==> src/rtl/op_datapath_pkg.sv <==
// op_datapath shared types: multiply FSM states and default operand width.
package op_datapath_pkg;

  localparam int DEF_WIDTH = 8;

  typedef enum logic [1:0] {
    S_IDLE = 2'd0,
    S_INIT = 2'd1,
    S_RUN  = 2'd2,
    S_DONE = 2'd3
  } mul_state_e;

endpackage

==> src/rtl/op_datapath_if.sv <==
// Controller <-> op_datapath handshake bundle: enables in, completion flags
// and product out.
interface op_datapath_if
  import op_datapath_pkg::*;
#(
  parameter int WIDTH = DEF_WIDTH
);
  logic               habA;
  logic               habB;
  logic               habOp;
  logic               din;
  logic               fimA;
  logic               fimB;
  logic               fimOp;
  logic [2*WIDTH-1:0] result;

  modport master (
    output habA, habB, habOp, din,
    input  fimA, fimB, fimOp, result
  );

  modport slave (
    input  habA, habB, habOp, din,
    output fimA, fimB, fimOp, result
  );
endinterface

==> src/rtl/serial_loader.sv <==
// MSB-first serial operand loader with bit counter and level-held done flag.
module serial_loader #(
  parameter int WIDTH = 8
) (
  input  logic             clk,
  input  logic             rst,
  input  logic             en_i,
  input  logic             hold_i,
  input  logic             din_i,
  output logic [WIDTH-1:0] data_o,
  output logic             done_o
);
  localparam int CW = (WIDTH > 1) ? $clog2(WIDTH) : 1;

  logic [WIDTH-1:0] data_q;
  logic [CW-1:0]    cnt_q;
  logic             done_q;

  // hold_i freezes everything, including the counter, while the
  // other loader owns the shared serial input
  always_ff @(posedge clk or posedge rst) begin
    if (rst) begin
      data_q <= '0;
      cnt_q  <= '0;
      done_q <= 1'b0;
    end else if (!hold_i) begin
      if (!en_i) begin
        cnt_q  <= '0;
        done_q <= 1'b0;
      end else if (!done_q) begin
        data_q <= {data_q[WIDTH-2:0], din_i};
        cnt_q  <= cnt_q + CW'(1);
        if (cnt_q == CW'(WIDTH - 1))
          done_q <= 1'b1;
      end
    end
  end

  assign data_o = data_q;
  assign done_o = done_q;
endmodule

==> src/rtl/op_datapath.sv <==
// Serial operand load plus shift-and-add multiply datapath.
// Define OP_DATAPATH_SIGNED_EN for a two's-complement multiply.
module op_datapath
  import op_datapath_pkg::*;
#(
  parameter int WIDTH = DEF_WIDTH
) (
  input logic          clk,
  input logic          rst,
  op_datapath_if.slave bus
);
  localparam int CW = (WIDTH > 1) ? $clog2(WIDTH) : 1;
  localparam int PW = 2 * WIDTH;

  logic [WIDTH-1:0] reg_a;
  logic [WIDTH-1:0] reg_b;
  logic             fim_a;
  logic             fim_b;
  logic             hold_b;

  assign hold_b = bus.habA & bus.habB;

  serial_loader #(.WIDTH(WIDTH)) u_ld_a (
    .clk    (clk),
    .rst    (rst),
    .en_i   (bus.habA),
    .hold_i (1'b0),
    .din_i  (bus.din),
    .data_o (reg_a),
    .done_o (fim_a)
  );

  serial_loader #(.WIDTH(WIDTH)) u_ld_b (
    .clk    (clk),
    .rst    (rst),
    .en_i   (bus.habB),
    .hold_i (hold_b),
    .din_i  (bus.din),
    .data_o (reg_b),
    .done_o (fim_b)
  );

  mul_state_e       state_q, state_d;
  logic [PW-1:0]    mcand_q, mcand_d;
  logic [WIDTH-1:0] mplier_q, mplier_d;
  logic [PW-1:0]    acc_q, acc_d;
  logic [CW-1:0]    iter_q, iter_d;
  logic [PW-1:0]    res_q, res_d;
  logic             fim_op_q, fim_op_d;
`ifdef OP_DATAPATH_SIGNED_EN
  logic             sign_q, sign_d;

  function automatic logic [WIDTH-1:0] abs_w(
    input logic [WIDTH-1:0] v
  );
    return v[WIDTH-1] ? (~v + WIDTH'(1)) : v;
  endfunction
`endif

  always_comb begin
    state_d  = state_q;
    mcand_d  = mcand_q;
    mplier_d = mplier_q;
    acc_d    = acc_q;
    iter_d   = iter_q;
    res_d    = res_q;
    fim_op_d = fim_op_q;
`ifdef OP_DATAPATH_SIGNED_EN
    sign_d   = sign_q;
`endif
    unique case (state_q)
      S_IDLE: begin
        if (bus.habOp && !fim_op_q)
          state_d = S_INIT;
      end
      S_INIT: begin
        if (!bus.habOp) begin
          state_d = S_IDLE;
        end else begin
`ifdef OP_DATAPATH_SIGNED_EN
          mcand_d  = {{WIDTH{1'b0}}, abs_w(reg_a)};
          mplier_d = abs_w(reg_b);
          sign_d   = reg_a[WIDTH-1] ^ reg_b[WIDTH-1];
`else
          mcand_d  = {{WIDTH{1'b0}}, reg_a};
          mplier_d = reg_b;
`endif
          acc_d    = '0;
          iter_d   = '0;
          state_d  = S_RUN;
        end
      end
      S_RUN: begin
        if (!bus.habOp) begin
          state_d = S_IDLE;
        end else begin
          if (mplier_q[0])
            acc_d = acc_q + mcand_q;
          mcand_d  = mcand_q << 1;
          mplier_d = mplier_q >> 1;
          iter_d   = iter_q + CW'(1);
          if (iter_q == CW'(WIDTH - 1))
            state_d = S_DONE;
        end
      end
      S_DONE: begin
        if (!bus.habOp) begin
          state_d  = S_IDLE;
          fim_op_d = 1'b0;
        end else begin
          fim_op_d = 1'b1;
`ifdef OP_DATAPATH_SIGNED_EN
          res_d    = sign_q ? (~acc_q + PW'(1)) : acc_q;
`else
          res_d    = acc_q;
`endif
        end
      end
      default: state_d = S_IDLE;
    endcase
  end

  always_ff @(posedge clk or posedge rst) begin
    if (rst) begin
      state_q  <= S_IDLE;
      mcand_q  <= '0;
      mplier_q <= '0;
      acc_q    <= '0;
      iter_q   <= '0;
      res_q    <= '0;
      fim_op_q <= 1'b0;
`ifdef OP_DATAPATH_SIGNED_EN
      sign_q   <= 1'b0;
`endif
    end else begin
      state_q  <= state_d;
      mcand_q  <= mcand_d;
      mplier_q <= mplier_d;
      acc_q    <= acc_d;
      iter_q   <= iter_d;
      res_q    <= res_d;
      fim_op_q <= fim_op_d;
`ifdef OP_DATAPATH_SIGNED_EN
      sign_q   <= sign_d;
`endif
    end
  end

  assign bus.fimA   = fim_a;
  assign bus.fimB   = fim_b;
  assign bus.fimOp  = fim_op_q;
  assign bus.result = res_q;
endmodule

==> src/flat_wrapper.sv <==
// flat-port wrapper written by rule: the top's interface ports become plain ports
module op_datapath_flat import op_datapath_pkg::*;
#(
  parameter int WIDTH = DEF_WIDTH
)
  (clk, rst, bus_habA, bus_habB, bus_habOp, bus_din, bus_fimA, bus_fimB, bus_fimOp, bus_result);
  op_datapath_if #(.WIDTH(WIDTH)) bus_i ();
  input logic clk;
  input logic rst;
  input wire logic [$bits(bus_i.habA)-1:0] bus_habA;
  input wire logic [$bits(bus_i.habB)-1:0] bus_habB;
  input wire logic [$bits(bus_i.habOp)-1:0] bus_habOp;
  input wire logic [$bits(bus_i.din)-1:0] bus_din;
  output wire logic [$bits(bus_i.fimA)-1:0] bus_fimA;
  output wire logic [$bits(bus_i.fimB)-1:0] bus_fimB;
  output wire logic [$bits(bus_i.fimOp)-1:0] bus_fimOp;
  output wire logic [$bits(bus_i.result)-1:0] bus_result;
  assign bus_i.habA = bus_habA;
  assign bus_i.habB = bus_habB;
  assign bus_i.habOp = bus_habOp;
  assign bus_i.din = bus_din;
  assign bus_fimA = bus_i.fimA;
  assign bus_fimB = bus_i.fimB;
  assign bus_fimOp = bus_i.fimOp;
  assign bus_result = bus_i.result;
  op_datapath #(.WIDTH(WIDTH)) u_core (.clk(clk), .rst(rst), .bus(bus_i));
endmodule
==> config.mk <==
export PLATFORM = sky130hd
export DESIGN_NAME = op_datapath_flat
export DESIGN_NICKNAME = d
export VERILOG_FILES = /design/src/rtl/op_datapath_pkg.sv /design/src/rtl/op_datapath_if.sv /design/src/rtl/serial_loader.sv /design/src/rtl/op_datapath.sv /design/src/flat_wrapper.sv
export SDC_FILE = /design/constraint.sdc
export NUM_CORES = 1
export LEC_CHECK = 0
export CORE_MARGIN = 10
export CORE_UTILIZATION = 46
export CTS_CLUSTER_SIZE = 28
export DETAILED_ROUTE_END_ITERATION = 8
export GPL_TIMING_DRIVEN = 0
export HOLD_SLACK_MARGIN = 0.12
export RECOVER_POWER = 25
export REMOVE_ABC_BUFFERS = 1
export SYNTH_ARGS = -nofsm -noshare
export SYNTH_HDL_FRONTEND = slang
export SYNTH_SLANG_ARGS = --single-unit
==> constraint.sdc <==
create_clock -name clk -period 8.1 [get_ports clk]
set_input_delay 1.62 -clock clk [delete_from_list [all_inputs] [get_ports clk]]
set_output_delay 1.62 -clock clk [all_outputs]
set_load 0.005 [all_outputs]
Yosys cells after proc, flatten, opt, wreduce, memory -nomap -nowiden
Index checks and enable logic that the tools add are counted.
Storage, ports and cells
  register bits: 86
  memory bits (read-only): 0
  latch bits: 0
  bits in writable memories: 0
  logic and storage cells: 76
  memories: 0
  output and inout bits: 19
  input bits: 6
Cells by class
  muxes and demuxes: 30
  $add $sub $neg: 4
  bitwise gates (word level): 4
  shift-type cells: 0
  divide/modulo/power cells: 0
  equality and inequality tests: 14
  $mul: 0
  magnitude comparators: 0
  reduce and logical (&&, ||, !) cells: 11
Operators by type and width (number)
  16-bit 2-to-1 mux: 5
  16-bit case mux with 2 select lines: 2
  3-bit 2-to-1 mux: 6
  16-bit adder: 1
  8-bit 2-to-1 mux: 2
  8-bit case mux with 2 select lines: 1
  2-bit 2-to-1 mux: 5
  2-bit inequality test, second input constant: 5
  3-bit by 1-bit adder with 3-bit output, second input constant: 3
  3-bit == test, second input constant: 3
  3-bit AND reduction: 3
  2-bit case mux with 4 select lines: 1
  1-bit 2-to-1 mux: 7
  3-bit case mux with 2 select lines: 1
  2-bit AND reduction: 3
  2-bit == test, second input constant: 2
  2-bit by 1-bit inequality test with 1-bit output, second input constant: 2
  4-bit AND reduction: 1
  3-bit by 2-bit inequality test with 1-bit output, second input constant: 1
  1-bit inverter: 3
  2-bit by 1-bit == test with 1-bit output, second input constant: 1
  2-bit zero test: 1
  2-bit nonzero test: 1
  1-bit AND: 1
  other kinds (2): 2

Logic depth before layout (Yosys ltp)
  depth after elaboration: 4
  mapped depth: 10
  depth with buffers taken out: 10

Modules after synthesis
Synthesis repeated with hierarchy kept, for this count alone.
Unflattened totals
  cell total of the unflattened synthesis: 368
  area total of the unflattened synthesis: 4225.3 µm²
By module, submodules not included
  op_datapath: instances 1, cells an instance 300, area each 3196.8 µm², sequential area each 1551.5 µm²
  serial_loader: instances 2, cells an instance 34, area each 514.2 µm², sequential area each 300.3 µm²

Worst setup path before layout
OpenSTA, ideal clock, no wires.
  path kind: input-to-reg
  from: input bus_habOp
  to: register u_core.acc_q[14]
  slack: 5324 ps
  path buffers: 1
  required time: 8030 ps
  library setup time: 70 ps
  stages: 6
  data arrival time: 2706 ps
  path through: buf_2 and2_1 nand3b_2 or3_1 mux2_1 nand3_1
On the way
  cells in the longest elaborated chain, start to end: 2
  elaborated cells between the ends (all ways): 3
  classes of those cells: eq/ne: 2; reduce/logical: 1
RTL lines
  from (decl): RTL line flat_wrapper.sv:12  | input wire logic [$bits(bus_i.habOp)-1:0] bus_habOp;
  2-bit inequality test (no source line)
  4-bit AND reduction (no source line) *
  to (signal assigned): RTL line op_datapath.sv:128  | acc_q <= '0;
  to (signal assigned): RTL line op_datapath.sv:139  | acc_q <= acc_d;
  to (decl): RTL line op_datapath.sv:46  | logic [PW-1:0] acc_q, acc_d;
Every way passes the cells marked *; elsewhere a longest branch is shown, timed or not.
A chain may end at the register's enable or synchronous reset.

Worst setup path in the final report
Same ends and word-level chain as after synthesis.

==> report_table.html <==
<table>
<tr><th>Metric</th><th>Value</th></tr>
<tr><th colspan="2">Global routing</th></tr>
<tr><td>All-Layer GR Usage</td><td>between 10% and 20%</td></tr>
<tr><td>Vias in the first global route</td><td>~3200</td></tr>
<tr><td>Global-route wire length before repair</td><td>roughly 15000 µm</td></tr>
<tr><td>Remaining global-route overflow</td><td>0</td></tr>
<tr><td>Pin count of the biggest net entering global routing</td><td>between 50 and 60</td></tr>
<tr><td>Number of antenna violations at the first check in global routing</td><td>0</td></tr>
<tr><th colspan="2">STA</th></tr>
<tr><td>Number of endpoints failing setup at the final stage</td><td>0</td></tr>
<tr><td>Fin crit share</td><td>50.5%</td></tr>
<tr><td>Post-layout minimum cycle time</td><td>4090 ps</td></tr>
<tr><td>Transition time at the pin with the least slew margin</td><td>between 1500 and 2000 ps</td></tr>
<tr><td>Final number of max-transition violations</td><td>35</td></tr>
<tr><td>Remaining max-slew budget at the tightest pin</td><td>-5.60%</td></tr>
<tr><td>Worst slack on hold paths</td><td>slightly above 500 ps</td></tr>
<tr><td>Sum Neg Setup Slack</td><td>0 ps</td></tr>
<tr><td>Final hold violations</td><td>0</td></tr>
<tr><td>Fmax</td><td>244 MHz</td></tr>
<tr><td>Setup repair after global routing missed its margin</td><td>no</td></tr>
<tr><td>Largest clock skew in the final design</td><td>13.9 ps</td></tr>
<tr><th colspan="2">Layout</th></tr>
<tr><td>Fraction of layout instances using a drive strength above 1</td><td>14.8%</td></tr>
<tr><td>Net count of the finished layout</td><td>455</td></tr>
<tr><td>Syn-to-layout area delta</td><td>12.4%</td></tr>
<tr><td>Final cell utilization of the core</td><td>between 50% and 60%</td></tr>
<tr><td>Antenna Cells</td><td>0</td></tr>
<tr><td>Non-filler cells in the finished layout</td><td>roughly 560</td></tr>
<tr><th colspan="2">Placement</th></tr>
<tr><td>Detail Placement HPWL</td><td>a little under 6000 µm</td></tr>
<tr><td># placed instances</td><td>around 550</td></tr>
<tr><td>Placer congestion estimate</td><td>slightly above 0.8</td></tr>
<tr><td>Number of port buffers</td><td>24</td></tr>
<tr><th colspan="2">Floorplanning</th></tr>
<tr><td>Top-Level Pins</td><td>25</td></tr>
<tr><td>Area of the placeable core</td><td>about 0.0093 mm²</td></tr>
<tr><td>Die area</td><td>0.0139 mm²</td></tr>
<tr><td>Placement Rows</td><td>35</td></tr>
<tr><td>Die extent in y</td><td>~120 µm</td></tr>
<tr><td>Width of the die</td><td>~120 µm</td></tr>
<tr><td>Starting density of the core</td><td>between 40% and 50%</td></tr>
<tr><th colspan="2">Synthesis</th></tr>
<tr><td>Area fraction of the dominant cell type after synthesis</td><td>around 49%</td></tr>
<tr><td>Post-Syn Instances</td><td>between 400 and 500</td></tr>
<tr><td>Top_reg_cell synth</td><td>sky130_fd_sc_hd__dfrtp_1</td></tr>
<tr><td>Synth Cell Area</td><td>about 0.0044 mm²</td></tr>
<tr><td>Cell accounting for the most synthesized area</td><td>sky130_fd_sc_hd__dfrtp_1</td></tr>
<tr><td>Number of enable-type register cells in the synthesized netlist</td><td>0</td></tr>
<tr><td>Top area cells in the synthesized netlist</td><td>sky130_fd_sc_hd__dfrtp_1, sky130_fd_sc_hd__mux2_2, sky130_fd_sc_hd__ha_1</td></tr>
<tr><td>Yosys warning total</td><td>0</td></tr>
<tr><td>Top-count cell post-synth</td><td>sky130_fd_sc_hd__dfrtp_1</td></tr>
<tr><td>Share of synthesized area occupied by flip-flops and latches</td><td>between 40% and 50%</td></tr>
<tr><td>Distinct cell type count of the synthesized netlist</td><td>a little under 50</td></tr>
<tr><td>Share of flip-flops with an asynchronous set or reset after synthesis</td><td>between 90% and 100%</td></tr>
<tr><td>Most frequent cells after synthesis</td><td>sky130_fd_sc_hd__dfrtp_1, sky130_fd_sc_hd__nand2_1, sky130_fd_sc_hd__mux2_2</td></tr>
<tr><td>Number of flip-flops and latches in the synthesized netlist</td><td>between 80 and 90</td></tr>
<tr><td>Avg Inst Size Synth</td><td>between 10 and 15 µm²</td></tr>
<tr><th colspan="2">Worst setup path</th></tr>
<tr><td>Critical Path Start Type</td><td>input port</td></tr>
<tr><td>Setup Crit Path Kind</td><td>input port to register</td></tr>
<tr><td>Crit path max-delay family</td><td>simple AND/OR/NAND/NOR gates</td></tr>
<tr><td>Crit-path cells</td><td>clkdlybuf4s50_1 &gt; and2_1 &gt; nand3b_2 &gt; or3_1 &gt; mux2_1 &gt; nand3_1</td></tr>
<tr><td>Number of buffers and inverters on the critical path</td><td>1</td></tr>
<tr><td>Kind of capture point of the worst setup path</td><td>register</td></tr>
<tr><td>Critical path's slowest cell</td><td>sky130_fd_sc_hd__clkdlybuf4s50_1</td></tr>
<tr><td>Arrival time reported for the critical path endpoint</td><td>roughly 4400 ps</td></tr>
<tr><td>Required time worst endpoint</td><td>8390 ps</td></tr>
<tr><td>CP max FO</td><td>25</td></tr>
<tr><td>Worst stage delay on the critical path</td><td>1100 ps</td></tr>
<tr><th colspan="2">CTS</th></tr>
<tr><td>Post-CTS Repair Setup Buffers</td><td>0</td></tr>
<tr><td>Clk Latency, worst-skew pair</td><td>350 ps</td></tr>
<tr><td>CTS tree</td><td>done</td></tr>
<tr><td>Clock-pin transition on the worst setup and hold timing paths</td><td>90 ps</td></tr>
<tr><td>CTS max path bufs</td><td>2</td></tr>
<tr><td>Number of buffers added by the clock tree synthesis step</td><td>9</td></tr>
<tr><td>Count of instances resized after the clock tree is built</td><td>0</td></tr>
<tr><td>Number of buffers inserted for hold repair after clock tree synthesis</td><td>0</td></tr>
<tr><td>H-tree levels</td><td>3</td></tr>
<tr><td>Root buf cell</td><td>sky130_fd_sc_hd__clkbuf_8</td></tr>
<tr><td>Clock sink total</td><td>86</td></tr>
<tr><th colspan="2">Drt</th></tr>
<tr><td>Via count</td><td>3124</td></tr>
<tr><td>Detail Route Antenna Nets</td><td>0</td></tr>
<tr><td>Number of violations reported at the end of detailed-routing iteration 0</td><td>between 150 and 200</td></tr>
<tr><td>Post-detailed-routing wire length</td><td>8700 µm</td></tr>
<tr><td>Post-route DRC</td><td>0</td></tr>
<tr><td>Routed wire per std cell</td><td>about 16 µm</td></tr>
<tr><td>Post-DR vias/cell</td><td>between 5 and 6</td></tr>
<tr><td>Number of detailed-routing iterations run before antenna repair</td><td>4</td></tr>
<tr><th colspan="2">Outcome</th></tr>
<tr><td>Status</td><td>finished, violations left</td></tr>
<tr><td>Violations in the final reports</td><td>max-capacitance violations, max-slew violations</td></tr>
<tr><th colspan="2">Power and ir drop</th></tr>
<tr><td>Worst-case vdd ir drop</td><td>approximately 0.13 mV</td></tr>
<tr><td>Leakage power</td><td>between 2 and 2.5 nW</td></tr>
<tr><td>Power density cells</td><td>176 mW/mm²</td></tr>
<tr><th colspan="2">Worst hold path</th></tr>
<tr><td>Kind of path behind the tightest hold check</td><td>register to register</td></tr>
<tr><th colspan="2">Run</th></tr>
<tr><td>Number of maximum-capacitance constraint violations</td><td>1</td></tr>
</table>
## metal layers
| metal | vias up | global-route usage, % | wire length (µm) |
|---|---|---|---|
| met5 | - | 0 | 0 |
| met4 | 0 | 5.80 | 213 |
| met3 | 14 | 2.45 | 288 |
| met2 | 43 | 21.9 | 4120 |
| met1 | 1512 | 15.2 | 4080 |
| li1 | 1555 | - | - |
## area by class of cell
class                           instances  area (µm²)
Clock buffer                           10         128
Clock inverter                          6        86.3
Fill cell                             841        4320
Inverter                               11        42.5
Multi-Input combinational cell        294        2120
Sequential cell                        86        2150
Tap cell                              129         161
Timing Repair Buffer                   25         268
## layout by cell type, fill, tap and decap left out, drive strengths merged, types with 5 or more instances in the layout
cell	n
a21oi	30
xnor2	7
o22a	12
xor2	7
mux2	32
a22oi	9
a22o	5
clkbuf	10
clkdlybuf4s50	22
nand3	6
nor2b	5
nor2	8
o22ai	28
dfrtp	86
nand2	41
ha	21
a21o	6
o21ai	36
inv	10
## final timing paths
check | endpoint | start | slack (ps) | cells past startpoint
max in group asynchronous | u_core.state_q[0] | rst | 5170 | 3
hold / removal | u_core.bus.fimOp | u_core.bus.fimOp | 510 | 2
setup / recovery | u_core.acc_q[14] | bus_habOp | 4010 | 6
setup reg to reg | u_core.acc_q[14] | u_core.state_q[1] | 5420 | 5
min in group asynchronous | u_core.bus.result[2] | rst | 2080 | 2
hold reg to reg | u_core.bus.fimOp | u_core.bus.fimOp | 510 | 2
## flip-flops by register name, indices dropped and copies added (netlist names)
signal                count
u_core.acc_q             16
u_core.bus.result        16
u_core.mcand_q           16
u_core.mplier_q           8
u_core.u_ld_a.data_o      8
u_core.u_ld_b.data_o      8
u_core.iter_q             3
u_core.u_ld_a.cnt_q       3
u_core.u_ld_b.cnt_q       3
u_core.state_q            2
u_core.bus.fimOp          1
u_core.u_ld_a.done_o      1
u_core.u_ld_b.done_o      1
## cell families (layout without fill, tap and decap cells)
group,Yosys count,count (layout),synth area share (%)
flops,86,86,48.8
buf+inv,36,52,3.18
xor+xnor,14,14,2.78
simple gates,80,80,8.79
compound gates,143,143,21.2
mux,35,35,8.85
fa+ha+maj,22,22,6.41
## power by group
group	internal (mW)	leakage, nW	switching (mW)
registers	0.459	1.12	0.0223
logic	0.0358	1.01	0.0284
clock network	0.173	0.106	0.153
total	0.668	2.24	0.204
## tightest hold or removal path, stage by stage, from the launching register on
cell	delay, ps
sky130_fd_sc_hd__dfrtp_1	360
sky130_fd_sc_hd__nand2_1	50
sky130_fd_sc_hd__nand2_1	60
## through the flow
step	power, mW	instance area (µm²)	setup WS, ps
floorplan	0.533	4310	4260
global placement	0.551	4720	2830
detailed placement	0.556	4750	3550
CTS	0.883	4960	3970
global route	0.911	4960	3780
finish	0.872	4960	4010
(Power assumes the default switching activity.)
